### src/rtl/scan_ctrl_pkg.sv
// ---------------------------------------------------------------------------
// scan_ctrl_pkg
// Shared types for the scan-chain driver.
//   scan_state_e        : controller state encoding
//   state_drives_chain(): 1 in the states where the chain shifts (scan_en high)
// ---------------------------------------------------------------------------
package scan_ctrl_pkg;

   typedef enum logic [2:0] {
      ST_IDLE      = 3'd0,
      ST_SHIFT_IN  = 3'd1,
      ST_CAPTURE   = 3'd2,
      ST_SHIFT_OUT = 3'd3,
      ST_DONE      = 3'd4
   } scan_state_e;

   // The chain is in scan mode only while a pattern moves in or a result moves out.
   function automatic logic state_drives_chain(input scan_state_e st);
      return (st == ST_SHIFT_IN) || (st == ST_SHIFT_OUT);
   endfunction

endpackage

### src/rtl/scan_shift_reg.sv
// ---------------------------------------------------------------------------
// scan_shift_reg
// WIDTH-bit parallel-load, serial-in / serial-out shift register.
// Shifts towards the MSB: the MSB is the serial output, ser_i enters at bit 0.
// Ports:
//   clk_i, rst_i : clock, synchronous active-high reset (clears contents)
//   load_i       : parallel load from par_i (takes priority over shift)
//   par_i        : parallel load data
//   shift_i      : shift one position towards the MSB, ser_i into bit 0
//   ser_i        : serial input
//   par_o        : register contents
//   ser_o        : register MSB
// ---------------------------------------------------------------------------
module scan_shift_reg #(
   parameter int unsigned WIDTH = 8
) (
   input  logic             clk_i,
   input  logic             rst_i,
   input  logic             load_i,
   input  logic [WIDTH-1:0] par_i,
   input  logic             shift_i,
   input  logic             ser_i,
   output logic [WIDTH-1:0] par_o,
   output logic             ser_o
);

   logic [WIDTH-1:0] data_q;
   logic [WIDTH-1:0] data_d;
   logic [WIDTH-1:0] shifted;

   // A one-bit register has no lower bits to keep; it simply takes ser_i.
   generate
      if (WIDTH == 1) begin : g_one
         assign shifted = ser_i;
      end else begin : g_multi
         assign shifted = {data_q[WIDTH-2:0], ser_i};
      end
   endgenerate

   // Next-state selection: load wins over shift, otherwise hold.
   always_comb begin
      data_d = data_q;
      if (load_i) begin
         data_d = par_i;
      end else if (shift_i) begin
         data_d = shifted;
      end else begin
         data_d = data_q;
      end
   end

   // Storage with synchronous clear.
   always_ff @(posedge clk_i) begin
      if (rst_i) begin
         data_q <= '0;
      end else begin
         data_q <= data_d;
      end
   end

   assign par_o = data_q;
   assign ser_o = data_q[WIDTH-1];

endmodule

### src/rtl/scan_chain_ctrl.sv
// ---------------------------------------------------------------------------
// scan_chain_ctrl
// Controlling end of a scan-flop chain. Loads a parallel pattern serially into
// the chain, optionally applies one functional capture cycle, then shifts the
// chain back out (flushing it with zeros) and presents the parallel result.
// Ports:
//   clk_i, rst_i  : clock, synchronous active-high reset
//   start_i       : request, accepted only while ready_o = 1
//   capture_en_i  : sampled with start_i; 1 = insert capture cycle
//   pattern_i     : bit k is destined for chain flop k (flop 0 next to scan_d_o)
//   ready_o       : idle, can accept a request
//   done_o        : one-cycle pulse, result_o valid
//   result_o      : bit k = value read from chain flop k
//   scan_en_o     : chain scan enable
//   scan_d_o      : serial data into chain flop 0
//   scan_q_i      : q of chain flop CHAIN_LEN-1
// All outputs are decoded from registers only.
// ---------------------------------------------------------------------------
module scan_chain_ctrl
   import scan_ctrl_pkg::*;
#(
   parameter int unsigned CHAIN_LEN = 8
) (
   input  logic                 clk_i,
   input  logic                 rst_i,
   input  logic                 start_i,
   input  logic                 capture_en_i,
   input  logic [CHAIN_LEN-1:0] pattern_i,
   output logic                 ready_o,
   output logic                 done_o,
   output logic [CHAIN_LEN-1:0] result_o,
   output logic                 scan_en_o,
   output logic                 scan_d_o,
   input  logic                 scan_q_i
);

   localparam int unsigned CNT_W = $clog2(CHAIN_LEN + 1);
   localparam logic [CNT_W-1:0] CNT_LAST = CNT_W'(CHAIN_LEN - 1);
   localparam logic [CNT_W-1:0] CNT_ONE  = CNT_W'(1);

   scan_state_e      state_q;
   scan_state_e      state_d;
   logic [CNT_W-1:0] cnt_q;
   logic [CNT_W-1:0] cnt_d;
   logic             cap_q;
   logic             cap_d;

   logic             accept;
   logic             cnt_last;
   logic             pat_shift;
   logic             res_shift;
   logic             pat_ser;
   logic [CHAIN_LEN-1:0] pat_par_unused;
   logic                 res_ser_unused;

   assign accept    = (state_q == ST_IDLE) && start_i;
   assign cnt_last  = (cnt_q == CNT_LAST);
   assign pat_shift = (state_q == ST_SHIFT_IN);
   assign res_shift = (state_q == ST_SHIFT_OUT);

   // Outgoing pattern: loaded on accept, MSB leaves first towards flop 0, so
   // after CHAIN_LEN shifts pattern bit k sits in flop k.
   scan_shift_reg #(
      .WIDTH (CHAIN_LEN)
   ) u_pattern_sr (
      .clk_i   (clk_i),
      .rst_i   (rst_i),
      .load_i  (accept),
      .par_i   (pattern_i),
      .shift_i (pat_shift),
      .ser_i   (1'b0),
      .par_o   (pat_par_unused),
      .ser_o   (pat_ser)
   );

   // Incoming result: flop CHAIN_LEN-1 arrives first and ends up at the MSB,
   // so result bit k holds flop k once CHAIN_LEN bits have been collected.
   scan_shift_reg #(
      .WIDTH (CHAIN_LEN)
   ) u_result_sr (
      .clk_i   (clk_i),
      .rst_i   (rst_i),
      .load_i  (1'b0),
      .par_i   ({CHAIN_LEN{1'b0}}),
      .shift_i (res_shift),
      .ser_i   (scan_q_i),
      .par_o   (result_o),
      .ser_o   (res_ser_unused)
   );

   // Sequencing: each shift phase lasts CHAIN_LEN cycles, the counter is
   // rearmed to zero whenever a shift phase ends so it never wraps.
   always_comb begin
      state_d = state_q;
      cnt_d   = cnt_q;
      cap_d   = cap_q;
      unique case (state_q)
         ST_IDLE: begin
            if (start_i) begin
               state_d = ST_SHIFT_IN;
               cnt_d   = '0;
               cap_d   = capture_en_i;
            end else begin
               state_d = ST_IDLE;
            end
         end
         ST_SHIFT_IN: begin
            if (cnt_last) begin
               cnt_d   = '0;
               state_d = cap_q ? ST_CAPTURE : ST_SHIFT_OUT;
            end else begin
               cnt_d   = cnt_q + CNT_ONE;
            end
         end
         ST_CAPTURE: begin
            state_d = ST_SHIFT_OUT;
         end
         ST_SHIFT_OUT: begin
            if (cnt_last) begin
               cnt_d   = '0;
               state_d = ST_DONE;
            end else begin
               cnt_d   = cnt_q + CNT_ONE;
            end
         end
         ST_DONE: begin
            state_d = ST_IDLE;
         end
         default: begin
            state_d = ST_IDLE;
            cnt_d   = '0;
            cap_d   = 1'b0;
         end
      endcase
   end

   // Controller state registers.
   always_ff @(posedge clk_i) begin
      if (rst_i) begin
         state_q <= ST_IDLE;
         cnt_q   <= '0;
         cap_q   <= 1'b0;
      end else begin
         state_q <= state_d;
         cnt_q   <= cnt_d;
         cap_q   <= cap_d;
      end
   end

   assign ready_o   = (state_q == ST_IDLE);
   assign done_o    = (state_q == ST_DONE);
   assign scan_en_o = state_drives_chain(state_q);
   // Zero is driven outside SHIFT_IN so SHIFT_OUT flushes the chain clean.
   assign scan_d_o  = pat_shift & pat_ser;

endmodule

### config.mk
export PLATFORM = sky130hd
export DESIGN_NAME = scan_chain_ctrl
export DESIGN_NICKNAME = d
export VERILOG_FILES = /design/src/rtl/scan_ctrl_pkg.sv /design/src/rtl/scan_shift_reg.sv /design/src/rtl/scan_chain_ctrl.sv
export SDC_FILE = /design/constraint.sdc
export NUM_CORES = 1
export LEC_CHECK = 0
export BUFFER_PORTS_ARGS = -buffer_cell sky130_fd_sc_hd__buf_2
export CAP_MARGIN = 40
export CORE_ASPECT_RATIO = 0.8
export CORE_UTILIZATION = 53
export CTS_BUF_LIST = sky130_fd_sc_hd__clkbuf_16
export CTS_CLUSTER_SIZE = 10
export DETAILED_ROUTE_END_ITERATION = 16
export GPL_ROUTABILITY_DRIVEN = 0
export PLACE_DENSITY_LB_ADDON = 0.08
export SETUP_SLACK_MARGIN = 0.02
export SLEW_MARGIN = 30
export SYNTH_ARGS = -nofsm -noshare
export SYNTH_HDL_FRONTEND = slang
export SYNTH_SLANG_ARGS = --single-unit
export TNS_END_PERCENT = 1
### constraint.sdc
create_clock -name clk_i -period 4 [get_ports clk_i]
set_input_delay 0.2 -clock clk_i [delete_from_list [all_inputs] [get_ports clk_i]]
set_output_delay 0.2 -clock clk_i [all_outputs]
set_load 0.01 [all_outputs]
==> results_tabular.tex <==
\begin{tabular}{lr}
\hline
Metric & Value \\
\hline
\multicolumn{2}{l}{\textbf{Detailed routing}} \\
\quad Number of DRC violations after detailed-routing iteration 0 & 8 \\
\quad Highest Signal Layer & met4 \\
\quad Routed vias/inst & 5.62 \\
\quad Detail-routed net length per standard cell & 12.4 µm \\
\quad Total DRC errors in the routed layout & 0 \\
\quad Total detailed-routing wirelength & roughly 2100 µm \\
\quad Met3 wirelength from detailed routing & 100 µm \\
\quad Total via count in the routed design & between 900 and 1000 \\
\quad Drt pass-1 iters & 4 \\
\quad Met2 layer wire length in the routed design & roughly 950 µm \\
\quad Met1 WL & 1030 µm \\
\quad Remaining number of nets flagged by the antenna check after routing & 0 \\
\multicolumn{2}{l}{\textbf{Die}} \\
\quad Site row count & 14 \\
\quad Chip width & $\sim$53 µm \\
\quad Initial Utilization & around 57\% \\
\quad Die Span Y & 42.9 µm \\
\quad Top-Level Pins & 25 \\
\quad Placeable core region & $\sim$0.0019 mm² \\
\quad Die Area & 0.00228 mm² \\
\multicolumn{2}{l}{\textbf{Placed design}} \\
\quad Number of input and output port buffers inserted & 24 \\
\quad Worst slack at placement & 2330 ps \\
\quad Post-detailed-placement cell area & roughly 0.0012 mm² \\
\quad DP Cell Count & between 150 and 200 \\
\quad HPWL after detailed placement & between 1000 and 1500 µm \\
\multicolumn{2}{l}{\textbf{Clocking}} \\
\quad Number of H-tree levels & 1 \\
\quad Root Driver & clkbuf\_16 \\
\quad Worst skew pair latency & $\sim$260 ps \\
\quad Number of CTS-inserted buffers & 3 \\
\quad Clock sink count & 24 \\
\quad Count of buffers added by post-CTS timing repair for setup & 0 \\
\quad Post-cts hold buffer count & 0 \\
\quad Number of instances resized during post-cts repair & 0 \\
\quad Buffer levels on the longest clock path & 2 \\
\quad CTS tree & built \\
\quad Clk pin slew, worst setup/hold paths & roughly 60 ps \\
\multicolumn{2}{l}{\textbf{GRT}} \\
\quad First-pass GRT wire length & between 3000 and 4000 µm \\
\quad GRT Util Overall & a little over a fifth \\
\quad Largest net degree at the start of global routing & 25 \\
\quad Congestion Overflow GR & 0 \\
\quad Number of global-route vias before repair & 833 \\
\quad Antenna violations before repair & 0 \\
\multicolumn{2}{l}{\textbf{Timing}} \\
\quad Post-route clock period utilization & 47.6\% \\
\quad Tightest Pin Transition & approximately 620 ps \\
\quad Sum of negative setup slack & 0 ps \\
\quad Final hold violation count & 0 \\
\quad Post-route worst setup slack & $\sim$2100 ps \\
\quad Skew final & slightly below 7 ps \\
\quad Min cycle time layout & 1900 ps \\
\quad Normalized max-slew margin & slightly below 60\% \\
\quad Timing-limited maximum frequency & 526 MHz \\
\quad Slew Limit Fails & 0 \\
\quad Total setup violations reported at the end of the flow & 0 \\
\quad Unrepaired setup endpoints after global routing & no \\
\multicolumn{2}{l}{\textbf{Yosys}} \\
\quad Avg Synthesized Cell Area & approximately 8.7 µm² \\
\quad Post-synth ARST share & 0\% \\
\quad Synth Net Count & approximately 140 \\
\quad Post-synthesis instance area & around 0.0011 mm² \\
\quad Share of the yosys chip area belonging to registers & 43.4\% \\
\quad Number of enable-type register cells in the synthesized netlist & 0 \\
\quad Cell type with the largest total area after synthesis & dfxtp\_1 \\
\quad Share of Yosys cell area claimed by the top area cell type & a little over two fifths \\
\quad Most frequent cell after synthesis & dfxtp\_1 \\
\quad Total number of yosys warnings & 0 \\
\quad Top cells by area, synth & dfxtp\_1 (43\%), a21oi\_1 (7.2\%), mux2i\_1 (5.4\%), nand3\_1 (5.4\%), a211oi\_1 (4.1\%) \\
\quad Number of flip-flops and latches in the synthesized netlist & 24 \\
\quad Number of different library cells in the post-synthesis netlist & 33 \\
\quad Post-Synthesis Cells & about 130 \\
\quad Primary FF master, synth & dfxtp\_1 \\
\quad Cell types with the highest counts after synthesis & dfxtp\_1 (24), a21oi\_1 (16), nand3\_1 (12) \\
\multicolumn{2}{l}{\textbf{Run}} \\
\quad MaxCap Viol Count & 0 \\
\multicolumn{2}{l}{\textbf{Layout}} \\
\quad Multi-input logic area & 544 µm² \\
\quad Layout-stage area growth over the synthesis result & 14.9\% \\
\quad Final Cell Area & between 0.001 and 0.0015 mm² \\
\quad Final \#Nets & 160 \\
\quad Share of final-layout standard cells stronger than drive strength 1 & roughly a fifth \\
\quad Number of fill cells in the layout & 182 \\
\quad Finished Core Util & around two thirds \\
\quad Filler-free cell count of the finished design & around 170 \\
\quad Storage cell area & between 400 and 500 µm² \\
\quad Antenna diode instance count & 0 \\
\multicolumn{2}{l}{\textbf{Critical path}} \\
\quad CP max FO & 19 \\
\quad Crit path required time & roughly 3800 ps \\
\quad Setup crit end kind & output pin \\
\quad Setup CP Type & reg2out \\
\quad Launching element type of the critical path & flip-flop \\
\quad Worst endpoint data arrival time & $\sim$1700 ps \\
\multicolumn{2}{l}{\textbf{Hold path}} \\
\quad Type of the tightest min-delay check & in2reg \\
\multicolumn{2}{l}{\textbf{Pwr}} \\
\quad Pwr Density & about 420 mW/mm² \\
\quad Highest ir drop seen on vdd & between 0.0004 and 0.0005 V \\
\quad Leakage dissipation & about 0.00053 µW \\
\multicolumn{2}{l}{\textbf{Outcome}} \\
\quad Result of the run & completed \\
\hline
\end{tabular}
-- per-stage QoR --
step	power [µW]	hold WS, ps
5_1_grt	559	211
2_1_floorplan	311	272
6_report	534	189
3_5_place_dp	325	458
3_3_place_gp	321	441
4_1_cts	543	187
-- layout make-up --
| cell class | count | share of cell area [%] |
|---|---|---|
| tap | 24 | 2.36 |
| inverter | 3 | 0.885 |
| clock inverter | 1 | 0.295 |
| sequential | 24 | 37.8 |
| timing repair buffer | 25 | 10.0 |
| multi-input combinational | 89 | 42.8 |
| clock buffer | 3 | 5.90 |
-- cell usage in the layout, fill, tap and decap left out, drive strengths merged, types with 3 or more instances in the layout --
cell    count
buf        25
nor2        9
inv         3
nand3b      4
mux2i       6
nand3      12
nand2      10
nor3        3
clkbuf      3
dfxtp      24
a211oi      6
a21oi      16
-- path summary, 6_finish.rpt --
check,cells after the start,slack [ps],start,end
hold reg to reg,2,460,u_pattern_sr.par_o[6],u_pattern_sr.par_o[6]
setup / recovery,3,2100,state_q[1],scan_d_o
hold / removal,3,190,pattern_i[0],u_pattern_sr.par_o[0]
setup reg to reg,3,2300,state_q[1],u_pattern_sr.par_o[3]
-- per-layer routing --
layer / track usage, % / vias up
met5: 0 / -
met4: 6.32 / 0
met3: 6.45 / 2
met2: 33.7 / 21
met1: 28.7 / 438
li1: - / 489
-- logic make-up (layout without fill, tap and decap cells) --
kind of cell | after synthesis | after routing | share of synthesized area, %
adders and majority gates | 1 | 1 | 1.13
xor gates and xnor gates | 1 | 1 | 0.791
and+or+nand+nor | 52 | 52 | 25.7
muxes | 6 | 6 | 5.42
DFF | 24 | 24 | 43.4
buffers and inverters | 15 | 32 | 7.46
AOI/OAI and AO/OA | 29 | 29 | 16.2
-- sequential cells by signal (all words and copies together) (netlist names) --
name	count
u_pattern_sr.par_o	8
u_result_sr.par_o	8
cnt_q	4
state_q	3
cap_q	1
-- worst max-delay path, cell delays in order, from the launching register on --
cell     delay [ps]
dfxtp_1         490
or3b_2          690
nor2_1          130
buf_2           130
-- power by group --
part	switching, µW	internal [µW]	total (µW)
Sequential	7.88	250	258
Clock	81.4	133	215
Combinational	33.5	27.7	61.2
No activity file was read; power rests on OpenSTA's default activity.
